--- src/rtl/fm_tx_pkg.sv ---
// Shared definitions for the FM transmit sequencer: FSM state encoding,
// default carrier/deviation words and the default gain width.
package fm_tx_pkg;

   localparam int unsigned GAIN_WIDTH_DEF = 12;

   // Carrier words at a 500 MHz modulator clock: 48.5 MHz and 49.5 MHz
   localparam logic [31:0] CENTER_FRE_CH1_DEF = 32'd416611827;
   localparam logic [31:0] CENTER_FRE_CH2_DEF = 32'd425201762;
   localparam logic [31:0] MOVE_FRE_DEF       = 32'd105;

   typedef enum logic [2:0] {
      StIdle,
      StRampUp,
      StTx,
      StRampDown,
      StGuard
   } tx_state_e;

endpackage

--- src/rtl/fm_tx_sequencer_if.sv ---
// Bundle between the audio path (requests) and the FM modulator controls.
// master: the sequencer side; slave: the requester / modulator side.
interface fm_tx_sequencer_if
   import fm_tx_pkg::*;
#(
   parameter int unsigned PHASE_WIDTH = 32,
   parameter int unsigned GAIN_WIDTH  = GAIN_WIDTH_DEF
) ();

   logic [1:0]             req;
   logic [1:0]             grant;
   logic                   sel_ch;
   logic [PHASE_WIDTH-1:0] center_fre;
   logic [PHASE_WIDTH-1:0] move_fre;
   logic [GAIN_WIDTH-1:0]  gain;
   logic                   mod_en;
   logic                   tx_active;
   logic                   timeout_flag;

   modport master (
      input  req,
      output grant, sel_ch, center_fre, move_fre, gain, mod_en, tx_active, timeout_flag
   );

   modport slave (
      output req,
      input  grant, sel_ch, center_fre, move_fre, gain, mod_en, tx_active, timeout_flag
   );

endinterface

--- src/rtl/fm_gain_ramp.sv ---
// Saturating up/down gain accumulator. at_max_o / at_zero_o tell whether a
// step taken this clock lands on full scale / zero, so the caller can change
// state on the same edge the gain arrives there.
module fm_gain_ramp
   import fm_tx_pkg::*;
#(
   parameter int unsigned GAIN_WIDTH = GAIN_WIDTH_DEF,
   parameter int unsigned RAMP_STEP  = 16
) (
   input  logic                  clk_i,
   input  logic                  rst_i,
   input  logic                  up_i,
   input  logic                  down_i,
   output logic [GAIN_WIDTH-1:0] gain_o,
   output logic                  mod_en_o,
   output logic                  at_max_o,
   output logic                  at_zero_o
);

   localparam int unsigned FullInt = (2 ** GAIN_WIDTH) - 1;
   localparam int unsigned StepSat = (RAMP_STEP > FullInt) ? FullInt : RAMP_STEP;
   localparam logic [GAIN_WIDTH:0] FullScale = (GAIN_WIDTH + 1)'(FullInt);
   localparam logic [GAIN_WIDTH:0] StepW     = (GAIN_WIDTH + 1)'(StepSat);

   logic [GAIN_WIDTH-1:0] gain_q, gain_d, inc_val, dec_val;
   logic [GAIN_WIDTH:0]   sum;
   logic                  mod_en_q;

   // Saturating step candidates and the selected next gain
   always_comb begin
      sum     = {1'b0, gain_q} + StepW;
      inc_val = (sum >= FullScale) ? FullScale[GAIN_WIDTH-1:0] : sum[GAIN_WIDTH-1:0];
      dec_val = ({1'b0, gain_q} > StepW) ? (gain_q - StepW[GAIN_WIDTH-1:0]) : '0;
      gain_d  = gain_q;
      if (up_i) begin
         gain_d = inc_val;
      end else if (down_i) begin
         gain_d = dec_val;
      end
   end

   // Gain register; mod_en registered alongside so both change together
   always_ff @(posedge clk_i or posedge rst_i) begin
      if (rst_i) begin
         gain_q   <= '0;
         mod_en_q <= 1'b0;
      end else begin
         gain_q   <= gain_d;
         mod_en_q <= (gain_d != '0);
      end
   end

   assign gain_o    = gain_q;
   assign mod_en_o  = mod_en_q;
   assign at_max_o  = ({1'b0, inc_val} == FullScale);
   assign at_zero_o = (dec_val == '0);

endmodule

--- src/rtl/fm_tx_sequencer.sv ---
// Push-to-talk sequencer/arbiter for the shared FM modulator.
// IDLE -> RAMP_UP -> TX -> RAMP_DOWN -> GUARD -> IDLE, round-robin on ties.
// Optional transmit timeout enabled by defining FM_TX_SEQ_TIMEOUT_EN.
module fm_tx_sequencer
   import fm_tx_pkg::*;
#(
   parameter int unsigned            PHASE_WIDTH    = 32,
   parameter int unsigned            GAIN_WIDTH     = GAIN_WIDTH_DEF,
   parameter int unsigned            RAMP_STEP      = 16,
   parameter int unsigned            GUARD_CYCLES   = 1000,
   parameter int unsigned            MAX_TX_CYCLES  = 50000000,
   parameter logic [PHASE_WIDTH-1:0] CENTER_FRE_CH1 = PHASE_WIDTH'(CENTER_FRE_CH1_DEF),
   parameter logic [PHASE_WIDTH-1:0] CENTER_FRE_CH2 = PHASE_WIDTH'(CENTER_FRE_CH2_DEF),
   parameter logic [PHASE_WIDTH-1:0] MOVE_FRE       = PHASE_WIDTH'(MOVE_FRE_DEF)
) (
   input logic                clk_in,
   input logic                RST,
   fm_tx_sequencer_if.master  bus_io
);

   // GUARD_CYCLES = 0 still spends one clock in GUARD
   localparam logic [31:0] GuardLast = (GUARD_CYCLES > 0) ? 32'(GUARD_CYCLES - 1) : 32'd0;

   tx_state_e              state_q, state_d;
   logic [1:0]             grant_q, grant_d;
   logic                   sel_q, sel_d;
   logic [PHASE_WIDTH-1:0] center_q, center_d;
   logic [PHASE_WIDTH-1:0] move_q, move_d;
   logic                   tx_active_q, tx_active_d;
   logic                   last_q, last_d;
   logic [31:0]            guard_cnt_q, guard_cnt_d;

   logic [1:0] req;
   logic [1:0] blocked;
   logic [1:0] eligible;
   logic       granted_req;
   logic       pick;
   logic       timeout_hit;
   logic       ramp_up, ramp_down;
   logic       at_max, at_zero;

   assign req         = bus_io.req;
   assign eligible    = req & ~blocked;
   assign granted_req = sel_q ? req[1] : req[0];

   fm_gain_ramp #(
      .GAIN_WIDTH (GAIN_WIDTH),
      .RAMP_STEP  (RAMP_STEP)
   ) u_gain_ramp (
      .clk_i     (clk_in),
      .rst_i     (RST),
      .up_i      (ramp_up),
      .down_i    (ramp_down),
      .gain_o    (bus_io.gain),
      .mod_en_o  (bus_io.mod_en),
      .at_max_o  (at_max),
      .at_zero_o (at_zero)
   );

   // Next-state, arbitration and registered-output updates
   always_comb begin
      state_d     = state_q;
      grant_d     = grant_q;
      sel_d       = sel_q;
      center_d    = center_q;
      move_d      = move_q;
      last_d      = last_q;
      guard_cnt_d = guard_cnt_q;
      ramp_up     = 1'b0;
      ramp_down   = 1'b0;
      pick        = (eligible == 2'b11) ? ~last_q : eligible[1];

      unique case (state_q)
         StIdle: begin
            guard_cnt_d = '0;
            if (eligible != 2'b00) begin
               state_d  = StRampUp;
               grant_d  = pick ? 2'b10 : 2'b01;
               sel_d    = pick;
               center_d = pick ? CENTER_FRE_CH2 : CENTER_FRE_CH1;
               move_d   = MOVE_FRE;
               last_d   = pick;
            end
         end
         StRampUp: begin
            // A release mid-ramp holds the current gain and ramps down from it
            if (!granted_req || timeout_hit) begin
               state_d = StRampDown;
            end else begin
               ramp_up = 1'b1;
               if (at_max) begin
                  state_d = StTx;
               end
            end
         end
         StTx: begin
            if (!granted_req || timeout_hit) begin
               state_d = StRampDown;
            end
         end
         StRampDown: begin
            ramp_down = 1'b1;
            if (at_zero) begin
               state_d     = StGuard;
               grant_d     = 2'b00;
               move_d      = '0;
               guard_cnt_d = '0;
            end
         end
         StGuard: begin
            if (guard_cnt_q >= GuardLast) begin
               state_d = StIdle;
            end else begin
               guard_cnt_d = guard_cnt_q + 32'd1;
            end
         end
         default: begin
            state_d = StIdle;
         end
      endcase

      tx_active_d = (state_d == StRampUp) || (state_d == StTx);
   end

   // FSM state and registered outputs
   always_ff @(posedge clk_in or posedge RST) begin
      if (RST) begin
         state_q     <= StIdle;
         grant_q     <= 2'b00;
         sel_q       <= 1'b0;
         center_q    <= CENTER_FRE_CH1;
         move_q      <= '0;
         tx_active_q <= 1'b0;
         last_q      <= 1'b1;
         guard_cnt_q <= '0;
      end else begin
         state_q     <= state_d;
         grant_q     <= grant_d;
         sel_q       <= sel_d;
         center_q    <= center_d;
         move_q      <= move_d;
         tx_active_q <= tx_active_d;
         last_q      <= last_d;
         guard_cnt_q <= guard_cnt_d;
      end
   end

   assign bus_io.grant      = grant_q;
   assign bus_io.sel_ch     = sel_q;
   assign bus_io.center_fre = center_q;
   assign bus_io.move_fre   = move_q;
   assign bus_io.tx_active  = tx_active_q;

`ifdef FM_TX_SEQ_TIMEOUT_EN
   localparam logic [31:0] TxLast = (MAX_TX_CYCLES > 0) ? 32'(MAX_TX_CYCLES - 1) : 32'd0;

   logic [31:0] tx_cnt_q, tx_cnt_d;
   logic [1:0]  to_ch_q, to_ch_d;
   logic        flag_q;

   assign timeout_hit = ((state_q == StRampUp) || (state_q == StTx)) && (tx_cnt_q >= TxLast);
   assign blocked     = to_ch_q;

   // Transmit-time counter and per-channel lockout after a timeout
   always_comb begin
      tx_cnt_d = tx_cnt_q;
      to_ch_d  = to_ch_q;
      if (state_q == StIdle) begin
         tx_cnt_d = '0;
         to_ch_d  = to_ch_q & req;
      end else if ((state_q == StRampUp) || (state_q == StTx)) begin
         tx_cnt_d = tx_cnt_q + 32'd1;
      end
      if (timeout_hit) begin
         to_ch_d = to_ch_q | (sel_q ? 2'b10 : 2'b01);
      end
   end

   // Timeout state registers
   always_ff @(posedge clk_in or posedge RST) begin
      if (RST) begin
         tx_cnt_q <= '0;
         to_ch_q  <= 2'b00;
         flag_q   <= 1'b0;
      end else begin
         tx_cnt_q <= tx_cnt_d;
         to_ch_q  <= to_ch_d;
         flag_q   <= (to_ch_d != 2'b00);
      end
   end

   assign bus_io.timeout_flag = flag_q;
`else
   logic unused_max_tx;

   assign timeout_hit         = 1'b0;
   assign blocked             = 2'b00;
   assign bus_io.timeout_flag = 1'b0;
   assign unused_max_tx       = ^MAX_TX_CYCLES;
`endif

endmodule

--- src/flat_wrapper.sv ---
// flat-port wrapper written by rule: the top's interface ports become plain ports
module fm_tx_sequencer_flat import fm_tx_pkg::*;
#(
   parameter int unsigned            PHASE_WIDTH    = 32,
   parameter int unsigned            GAIN_WIDTH     = GAIN_WIDTH_DEF,
   parameter int unsigned            RAMP_STEP      = 16,
   parameter int unsigned            GUARD_CYCLES   = 1000,
   parameter int unsigned            MAX_TX_CYCLES  = 50000000,
   parameter logic [PHASE_WIDTH-1:0] CENTER_FRE_CH1 = PHASE_WIDTH'(CENTER_FRE_CH1_DEF),
   parameter logic [PHASE_WIDTH-1:0] CENTER_FRE_CH2 = PHASE_WIDTH'(CENTER_FRE_CH2_DEF),
   parameter logic [PHASE_WIDTH-1:0] MOVE_FRE       = PHASE_WIDTH'(MOVE_FRE_DEF)
)
  (clk_in, RST, bus_io_req, bus_io_grant, bus_io_sel_ch, bus_io_center_fre, bus_io_move_fre, bus_io_gain, bus_io_mod_en, bus_io_tx_active, bus_io_timeout_flag);
  fm_tx_sequencer_if #(.PHASE_WIDTH(PHASE_WIDTH), .GAIN_WIDTH(GAIN_WIDTH)) bus_io_i ();
  input logic clk_in;
  input logic RST;
  input wire logic [$bits(bus_io_i.req)-1:0] bus_io_req;
  output wire logic [$bits(bus_io_i.grant)-1:0] bus_io_grant;
  output wire logic [$bits(bus_io_i.sel_ch)-1:0] bus_io_sel_ch;
  output wire logic [$bits(bus_io_i.center_fre)-1:0] bus_io_center_fre;
  output wire logic [$bits(bus_io_i.move_fre)-1:0] bus_io_move_fre;
  output wire logic [$bits(bus_io_i.gain)-1:0] bus_io_gain;
  output wire logic [$bits(bus_io_i.mod_en)-1:0] bus_io_mod_en;
  output wire logic [$bits(bus_io_i.tx_active)-1:0] bus_io_tx_active;
  output wire logic [$bits(bus_io_i.timeout_flag)-1:0] bus_io_timeout_flag;
  assign bus_io_i.req = bus_io_req;
  assign bus_io_grant = bus_io_i.grant;
  assign bus_io_sel_ch = bus_io_i.sel_ch;
  assign bus_io_center_fre = bus_io_i.center_fre;
  assign bus_io_move_fre = bus_io_i.move_fre;
  assign bus_io_gain = bus_io_i.gain;
  assign bus_io_mod_en = bus_io_i.mod_en;
  assign bus_io_tx_active = bus_io_i.tx_active;
  assign bus_io_timeout_flag = bus_io_i.timeout_flag;
  fm_tx_sequencer #(.PHASE_WIDTH(PHASE_WIDTH), .GAIN_WIDTH(GAIN_WIDTH), .RAMP_STEP(RAMP_STEP), .GUARD_CYCLES(GUARD_CYCLES), .MAX_TX_CYCLES(MAX_TX_CYCLES), .CENTER_FRE_CH1(CENTER_FRE_CH1), .CENTER_FRE_CH2(CENTER_FRE_CH2), .MOVE_FRE(MOVE_FRE)) u_core (.clk_in(clk_in), .RST(RST), .bus_io(bus_io_i));
endmodule
--- config.mk ---
export PLATFORM = sky130hd
export DESIGN_NAME = fm_tx_sequencer_flat
export DESIGN_NICKNAME = d
export VERILOG_FILES = /design/src/rtl/fm_tx_pkg.sv /design/src/rtl/fm_tx_sequencer_if.sv /design/src/rtl/fm_gain_ramp.sv /design/src/rtl/fm_tx_sequencer.sv /design/src/flat_wrapper.sv
export SDC_FILE = /design/constraint.sdc
export NUM_CORES = 1
export LEC_CHECK = 0
export CORE_AREA = 5 5 98 100
export CTS_CLUSTER_SIZE = 14
export DETAILED_ROUTE_END_ITERATION = 12
export DIE_AREA = 0 0 103 105
export PLACE_DENSITY = 0.72
export SYNTH_ARGS = -nofsm -noshare
export SYNTH_HDL_FRONTEND = slang
export SYNTH_SLANG_ARGS = --single-unit
--- constraint.sdc ---
create_clock -name clk_in -period 3.05 [get_ports clk_in]
set_input_delay 0.915 -clock clk_in [delete_from_list [all_inputs] [get_ports clk_in]]
set_output_delay 0.915 -clock clk_in [all_outputs]
set_load 0.005 [all_outputs]
* Yosys cells after proc, flatten, opt, wreduce, memory -nomap -nowiden *
Cells that the tools add are included.

operators by class
  eq/ne operators = 11
  reductions and logical operators = 10
  $add $sub $neg = 3
  muxes and demuxes = 26
  bitwise logic cells = 1
  magnitude comparators = 3

operator list
  cell                                                             number
  2-to-1 mux 32 bit                                                3
  one-hot mux 32 bit (3 select lines)                              1
  one-hot mux 32 bit (2 select lines)                              1
  2-to-1 mux 12 bit                                                4
  adder 32 x 1 -> 32 bit (second input constant)                   1
  >= comparator 32 x 10 -> 1 bit (second input constant)           1
  2-to-1 mux 25 bit                                                1
  2-to-1 mux 3 bit                                                 6
  one-hot mux 3 bit (5 select lines)                               1
  adder 12 x 5 -> 13 bit (second input constant)                   1
  >= comparator 13 x 12 -> 1 bit (second input constant)           1
  equality test 12 bit (second input constant)                     1
  greater-than comparator 12 x 5 -> 1 bit (second input constant)  1
  zero test 12 bit                                                 1
  nonzero test 12 bit                                              1
  subtractor 12 x 5 -> 12 bit (second input constant)              1
  equality test 3 x 2 -> 1 bit (second input constant)             3
  equality test 3 x 1 -> 1 bit (second input constant)             2
  2-to-1 mux 2 bit                                                 3
  AND reduction 3 bit                                              2
  2-to-1 mux 1 bit                                                 5
  inequality test 2 x 1 -> 1 bit (second input constant)           2
  one-hot mux 2 bit (2 select lines)                               1
  nonzero test 2 bit                                               2
  8 further kinds                                                  8

storage, ports and cells
  output and inout port bits = 82
  word-level logic and storage cells = 64
  bits in registers = 117
  input port bits = 4

* Logic depth before layout (Yosys ltp) *
Gate-level depths: netlist of the first run.

  word-level depth = 9
  gate-level depth with buffers = 11

* By module *
A second synthesis of the first run with hierarchy kept.

second synthesis, totals
  cells, all modules = 366
  area, all modules = 3423.3 µm²

modules (own cells, without submodules)
  module           area each (µm²)  times used  cells each
  fm_tx_sequencer  2297.2           1           229
  fm_gain_ramp     1126.1           1           137

* Least setup slack after synthesis of the first run *
No wires, ideal clock.

  kind = flip-flop to flip-flop
  start point = register u_core.u_gain_ramp.gain_q[4], in the netlist u_core.u_gain_ramp.gain_o[4]
  end point = register u_core.guard_cnt_q[12]
  cell stages (with the launch flop) = 10
  setup time = 0.077 ns
  buffers on the path = 1
  path slack = 0.668 ns
  arrival = 2.305 ns
  period minus slack after synthesis = 2.382 ns
  path through = dfrtp_1 buf_2 inv_1 ha_1 nor2_1 a21oi_1 o21ai_0 a31oi_4 or4_1 a21oi_1

on the way
  cells in the longest elaborated chain, start to end = 5
  elaborated cells on any way between the ends = 6
  those cells by class = 1 x add/sub; 1 x order compare; 1 x eq/ne; 1 x mux; 2 x reduce/logical

RTL lines
  what                                                                                    line                    source
  start: declaration                                                                      fm_gain_ramp.sv:25      logic [GAIN_WIDTH-1:0] gain_q, gain_d, inc_val, dec_val;
  start signal: assignment                                                                fm_gain_ramp.sv:48      gain_q <= gain_d;
  subtractor 12 x 5 -> 12 bit or greater-than comparator 12 x 5 -> 1 bit (tied branches)  fm_gain_ramp.sv:33      dec_val = ({1'b0, gain_q} > StepW) ? (gain_q - StepW[GAIN_WIDTH-1:0]) : '0;
  2-to-1 mux 12 bit (*)                                                                   fm_gain_ramp.sv:33
  zero test 12 bit (*)                                                                    fm_gain_ramp.sv:56      assign at_zero_o = (dec_val == '0);
  inequality test 2 x 1 -> 1 bit (no line) (*)                                            -
  AND reduction 3 bit (no line) (*)                                                       -
  end signal: assignment                                                                  fm_tx_sequencer.sv:144  guard_cnt_q <= guard_cnt_d;
  end: declaration                                                                        fm_tx_sequencer.sv:31   logic [31:0] guard_cnt_q, guard_cnt_d;

Every way passes the cells marked *; elsewhere a longest branch is shown, timed or not.
A chain may end at the register's enable or synchronous reset.

* Worst setup path after layout of the first run *
  start point = register u_core.u_gain_ramp.gain_q[5], in the netlist u_core.u_gain_ramp.gain_o[5]
  end point = register u_core.guard_cnt_q[22]

The elaborated chain is that of the path after synthesis.

==> impl_metrics.json, run 1 <==
{
  "setup_ws_ns": 0.385,
  "die_w_um": 103,
  "tns_ns": 0,
  "met2_usage_pct": 24.7,
  "ir_drop_mv": 0.352,
  "slew_headroom_pct": 39.1,
  "post-place-ws_ns": 0.151,
  "ys_ff_latch": 55,
  "crit_fanout": 23,
  "p_per_area_nw_per_um2": 816,
  "antenna_left": 0,
  "drive_gt1_share_pct": 11.0,
  "ios": 86,
  "num_vias": 3149,
  "via_per_inst": 5.60,
  "postCtsSetupBuffers": 0,
  "grt_pass1_vias": 2941,
  "die_h_um": 105,
  "hold_depth": 1,
  "post-route-period-util_pct": 87.4,
  "core_area_sq_um": 8590,
  "wl_per_cell_um": 15.4,
  "cts_buffer_depth": 2,
  "clkSlewWorstSetupHoldPaths_ns": 0.10,
  "grt_pass1_wl_um": 14400,
  "htreeDepth": 2,
  "grtUsageTotal_pct": 16.1,
  "cts.sinks": 55,
  "synth_ff_type": "dfrtp_1",
  "hold_path.class": "reg -> reg",
  "post-dp-hpwl_um": 6370,
  "port-buffer-count": 37,
  "grt_busiest_layer": "met2",
  "rsz0062_at_grt": "false",
  "reg2reg_depth": 8,
  "grt_max_degree": 56,
  "initialDrtViolationCount": 308,
  "syn-cell-area_sq_um": 3770,
  "initial_utilization_pct": 43.9,
  "num_antenna_cells": 0,
  "numCtsBuffers": 5,
  "drtPass1Iterations": 5,
  "cp-start-kind": "flop",
  "arrival_ns": 2.82,
  "period_needed_ns": 2.66,
  "cts.repair.resized": 0,
  "placedCellCount": 554,
  "status": "complete, no violations",
  "fin_skew_ns": 0.00876,
  "avgSynthCellArea_sq_um": 8.87,
  "ys_warn_count": 0,
  "area_delta_synth_final_pct": 9.02,
  "cts-hold-fix-buffers": 0,
  "rows": 34,
  "grt_util_met1_pct": 22.7,
  "fmax_ghz": 0.375,
  "drc": 0,
  "end_kind": "flop",
  "drv_cap": 0,
  "p_leak_nw": 1.79,
  "hold_violations": 0,
  "insertion_delay_ns": 0.31,
  "gp_congestion": 0.991,
  "wl_um": 8650,
  "worst_pin_slew_ns": 0.912,
  "slew_viol_final": 0,
  "yosysUniqueCellTypes": 70,
  "netlist_instances": 425,
  "ys_seq_area_share_pct": 36.6,
  "setup_viol_count_final": 0,
  "finalHoldWorstSlack_ns": 0.489,
  "synth_enable_flop_cells": 0,
  "use_met3_pct": 2.80,
  "antenna_found_initial": 0,
  "cts_tree": "yes",
  "root_buffer": "clkbuf_8",
  "stdcell_count": 562,
  "die_area_sq_um": 10800,
  "path_class": "reg -> reg",
  "crit_required_ns": 3.20,
  "final_nets": 462,
  "grt-ovfl-total": 0,
  "async_flop_share_pct": 100
}
[worst max-delay path: stages, from the launching register on]
cell and delay [ns]:
dfrtp_1 0.46, inv_1 0.13, ha_1 0.33, nand2_1 0.09
o31ai_1 0.21, a22o_1 0.27, a31oi_4 0.14, nor2_2 0.73
nor3_1 0.15
[layout by cell type (no fill, tap or decap), types with 3 or more instances in the layout]
cell	n
mux2i_1	3
nand3_1	20
a21o_1	8
clkinv_2	3
nand4_1	7
buf_4	16
ha_1	5
conb_1	48
a41oi_1	7
nor2_1	39
nor4_1	5
dfrtp_1	53
nor2b_1	3
o21ai_0	15
a31oi_1	16
nand2_1	23
a21oi_1	19
clkdlybuf4s50_1	37
nor3_1	20
and3_2	3
inv_1	13
and3_1	4
a32oi_1	3
and4_1	4
clkbuf_8	5
o21bai_1	3
o211ai_1	4
xor2_1	3
nor3b_1	5
o31ai_1	6
[cell families after synthesis]
| family | share of synthesized area (%) |
|---|---|
| adder cells (fa/ha/maj) | 1.66 |
| AND/OR/NAND/NOR | 23.8 |
| XOR/XNOR | 1.16 |
| buffers and inverters | 16.8 |
| AO/OA/AOI/OAI | 18.7 |
| flip-flops | 36.6 |
| other | 0.199 |
| multiplexers | 1.09 |
[area by class of cell]
cell class	instances	area [sq um]
Clock buffer	5	68.8
Clock inverter	3	15.0
Fill cell	852	4480
Inverter	14	52.6
Multi-Input combinational cell	322	1930
Sequential cell	55	1380
Tap cell	108	135
Timing Repair Buffer	55	531
[power breakdown]
| group | internal [mW] | total, mW | switching [mW] |
|---|---|---|---|
| sequential | 0.862 | 1.08 | 0.215 |
| combinational | 0.868 | 1.88 | 1.01 |
| clock | 0.158 | 0.396 | 0.238 |
| total | 1.89 | 3.35 | 1.47 |
[worst paths after layout]
check	startpoint	to	slack, ns
worst max-delay path	u_core.u_gain_ramp.gain_o[5]	u_core.guard_cnt_q[22]	0.39
worst min-delay path	u_core.bus_io.grant[0]	u_core.bus_io.grant[0]	0.49
worst max register to register	u_core.u_gain_ramp.gain_o[5]	u_core.guard_cnt_q[22]	0.39
worst min register to register	u_core.bus_io.grant[0]	u_core.bus_io.grant[0]	0.49
max in group asynchronous	RST	u_core.bus_io.center_fre[23]	1.79
min in group asynchronous	RST	u_core.u_gain_ramp.gain_o[2]	0.96
[routing by layer]
metal | part of all wire (%) | wire (um)
met5 | 0 | 0
met4 | 1.8 | 154
met3 | 7.4 | 639
met2 | 46 | 4010
met1 | 44 | 3840
[registers in the layout, summed over array words and instances, names as in the netlist]
signal                       flops
u_core.u_gain_ramp.mod_en_o      1
u_core.bus_io.grant              2
u_core.state_q                   3
u_core.bus_io.move_fre           1
u_core.last_q                    1
u_core.u_gain_ramp.gain_o       12
u_core.guard_cnt_q              32
u_core.bus_io.center_fre         2
u_core.bus_io.tx_active          1
[stage by stage]
step           utilization [%]  total power, mW  area, sq um
2_1_floorplan                -             2.34         3940
3_3_place_gp              46.9             2.94         4030
3_5_place_dp              46.9             2.95         4030
4_1_cts                   47.8             3.36         4110
5_1_grt                   47.8             3.59         4110
6_report                  47.8             3.35         4110
[cells in the mapped netlist (all sizes together), types with 5 or more instances]
library cell  number  area share [%]
nor2              40             4.0
buf               72              14
a31oi             17             3.2
nor4               7             1.7
ha                 5             1.7
nand2             24             2.5
nand4              7             1.2
o21ai             15             2.0
inv               14             1.4
and3               7             1.3
nor3b              5             1.0
a41oi              7             1.6
a21oi             19             2.5
a21o               8             1.6
dfrtp             53              35
nand3             21             2.9
nor3              21             3.1
clkbuf             8             1.3
o31ai              6             1.2
No activity file was read; power rests on OpenSTA's default activity.
==> inputs of run 2 (changes only) <==
- CORE_AREA: 5 5 98 100 -> 5 5 94 96
- DIE_AREA: 0 0 103 105 -> 0 0 99 101
- RECOVER_POWER: unset -> 25
- SYNTH_HIERARCHICAL: unset -> 1
==> impl_metrics.json, run 2 <==
{
  "gp_congestion": 0.950,
  "synth.most_common_cell": "buf_4",
  "tns_ns": 0,
  "insertion_delay_ns": 0.31,
  "finalHoldWorstSlack_ns": 0.494,
  "numCtsBuffers": 5,
  "grt_max_degree": 43,
  "die_w_um": 99,
  "synth_common_cells": "buf_4, dfrtp_1, and2_1, nand2_1, nor2_1",
  "swShare_pct": 38.8,
  "clkSlewWorstSetupHoldPaths_ns": 0.10,
  "drv_cap": 0,
  "crit_chain": "clkdlybuf4s50_1 > mux2_2 > and2_4 > nand3b_1 > and3_1 > a221o_1 > or3_1 > or4_1",
  "slew_headroom_pct": 32.8,
  "port-buffer-count": 37,
  "num_antenna_cells": 0,
  "antenna_found_initial": 0,
  "synth_enable_flop_cells": 0,
  "num_vias": 2576,
  "root_buffer": "clkbuf_8",
  "hold_path.class": "reg -> reg",
  "crit_family": "simple AND/OR/NAND/NOR gates",
  "mostFrequentLayoutCells": "dfrtp_1, conb_1, clkdlybuf4s50_1",
  "final_nets": 410,
  "worst_pin_slew_ns": 1.01,
  "ios": 86,
  "ir_drop_mv": 0.491,
  "synth_top_area_cell": "dfrtp_1",
  "hold_violations": 0,
  "period_needed_ns": 2.98,
  "ys_ff_latch": 55,
  "antenna_left": 0,
  "die_h_um": 101,
  "htreeDepth": 2,
  "cts-hold-fix-buffers": 0,
  "pwr-share-seq_pct": 32.6,
  "fmax_ghz": 0.336,
  "arrival_ns": 3.17,
  "yosysUniqueCellTypes": 65,
  "netlist_instances": 366,
  "core_area_sq_um": 7970,
  "cts_tree": "yes",
  "crit_required_ns": 3.24,
  "reg2reg_depth": 9,
  "setup_viol_count_final": 0,
  "pwr-share-comb_pct": 53.7,
  "synthTopCellsByArea": "dfrtp_1, buf_4, and2_1, nand2_1, ha_1",
  "post-route-period-util_pct": 97.7,
  "cts_buffer_depth": 2,
  "placedCellCount": 499,
  "post-dp-hpwl_um": 5380,
  "p_leak_nw": 1.78,
  "switchingPower_mw": 1.18,
  "via_per_inst": 5.08,
  "largest_reg_flops": 32,
  "crit_fanout": 8,
  "grt-ovfl-total": 0,
  "drc": 0,
  "end_kind": "flop",
  "intPower_mw": 1.86,
  "status": "complete, no violations",
  "syn-cell-area_sq_um": 3420,
  "largest_register": "u_core/guard_cnt_q",
  "r2r_start": "u_core/u_gain_ramp/gain_o[4]",
  "max_stage_delay_ns": 0.42,
  "yosys.area.top_type_share_pct": 38.7,
  "rows": 33,
  "cts.sinks": 55,
  "slew_viol_final": 0,
  "r2r_slack_ns": 0.32,
  "synth_ff_type": "dfrtp_1",
  "path_class": "in -> reg",
  "async_flop_share_pct": 100,
  "clockPowerShare_pct": 13.7,
  "endpoint": "u_core/u_gain_ramp/mod_en_o",
  "drtPass1Iterations": 5,
  "final_common_cell": "dfrtp_1",
  "rsz0062_at_grt": "false",
  "die_area_sq_um": 10000,
  "wl_um": 7260,
  "hold_path_startpoint": "u_core/guard_cnt_q[9]",
  "cp-start-kind": "input port",
  "worst-path-buf-inv": 1,
  "stdcell_count": 507,
  "grt_pass1_wl_um": 11700,
  "p_per_area_nw_per_um2": 793,
  "ys_warn_count": 6,
  "crit_cells": 8,
  "fin_skew_ns": 0.00445,
  "avgSynthCellArea_sq_um": 9.35,
  "initial_utilization_pct": 43.0,
  "crit_start": "bus_io_req[1]",
  "grt_pass1_vias": 2404,
  "area_delta_synth_final_pct": 12.3,
  "grtUsageTotal_pct": 14.3,
  "initialDrtViolationCount": 108,
  "ys_seq_area_share_pct": 40.3,
  "drive_gt1_share_pct": 13.4,
  "timing.rr.end": "u_core/u_gain_ramp/mod_en_o",
  "crit_path_top_delay_cell": "clkdlybuf4s50_1",
  "wl_per_cell_um": 14.3
}
[run 2: cell types whose count changed after synthesis, moves of 6 or more]
cell | before | now
a31oi_1 | 16 | 4
clkbuf_1 | 6 | 13
nand3_1 | 20 | 9
a41oi_1 | 7 | 0
nor2_1 | 39 | 15
o21a_1 | 0 | 6
a21oi_1 | 19 | 10
and2_1 | 2 | 28
nor3_1 | 20 | 4
o21ai_0 | 15 | 8
[run 2: cell families after synthesis]
logic type               Yosys count  synth area share [%]
AND/OR/NAND/NOR                  134                  22.9
buffers and inverters             91                  17.2
AO/OA/AOI/OAI                     69                  14.9
flip-flops                        55                  40.3
XOR/XNOR                           7                  1.79
adder cells (fa/ha/maj)            5                  1.83
multiplexers                       3                 0.914
other                              2                 0.219
[run 2: worst min-delay path: cells and delay by family, from the launching register on]
| kind | cells | cell delay [ns] |
|---|---|---|
| AO/OA/AOI/OAI | 1 | 0.05 |
| flip-flops | 1 | 0.36 |
| AND/OR/NAND/NOR | 1 | 0.06 |
[run 2: layout make-up]
cell class	count	area, sq um
Clock buffer	5	68.8
Clock inverter	3	23.8
Fill cell	744	4130
Inverter	9	33.8
Multi-Input combinational cell	266	1640
Sequential cell	55	1380
Tap cell	105	131
Timing Repair Buffer	64	571
[run 2: metal layers]
| layer | share of wire [%] | track usage (%) | vias up | wire, um |
|---|---|---|---|---|
| met3 | 4.5 | 2.49 | 9 | 328 |
| met4 | 1.1 | 3.78 | 0 | 82 |
| met5 | 0 | 0 | - | 0 |
| met2 | 51 | 24.1 | 83 | 3670 |
| met1 | 44 | 19.0 | 1243 | 3180 |
| li1 | - | - | 1241 | - |
[run 2: worst min path at each step]
stage / end / slack [ns] / depth (start not counted)
2_1_floorplan: u_core/guard_cnt_q[9] / 0.45 / 2
3_3_place_gp: u_core/guard_cnt_q[9] / 0.46 / 2
3_5_place_dp: u_core/guard_cnt_q[9] / 0.47 / 2
4_1_cts: u_core/guard_cnt_q[9] / 0.49 / 2
5_1_grt: u_core/guard_cnt_q[14] / 0.51 / 1
6_report: u_core/guard_cnt_q[9] / 0.49 / 2
[run 2: what timing repair did]
item,in CTS,in global routing
endpoints found under the hold margin,0,0
resized for setup,0,3
setup buffers,0,0
endpoints found under the setup margin,0,1
[run 2: power by group through the flow]
stage / registers (mW) / clock network, mW / logic [mW]
after CTS: 0.995 / 0.433 / 1.62
after floorplan: 0.973 / 0 / 1.04
after global placement: 1.00 / 0 / 1.61
final: 0.993 / 0.417 / 1.64
after detailed placement: 1.01 / 0 / 1.61
after global routing: 1.02 / 0.459 / 1.78
[run 2: through the flow]
step	setup slack (ns)	util [%]	cell area [sq um]	power (mW)
floorplan	0.199	-	3600	2.02
global placement	-0.290	47.0	3750	2.61
detailed placement	-0.343	47.0	3750	2.62
CTS	0.00203	48.2	3840	3.05
global route	0.0114	48.2	3840	3.26
finish	0.0699	48.2	3840	3.05
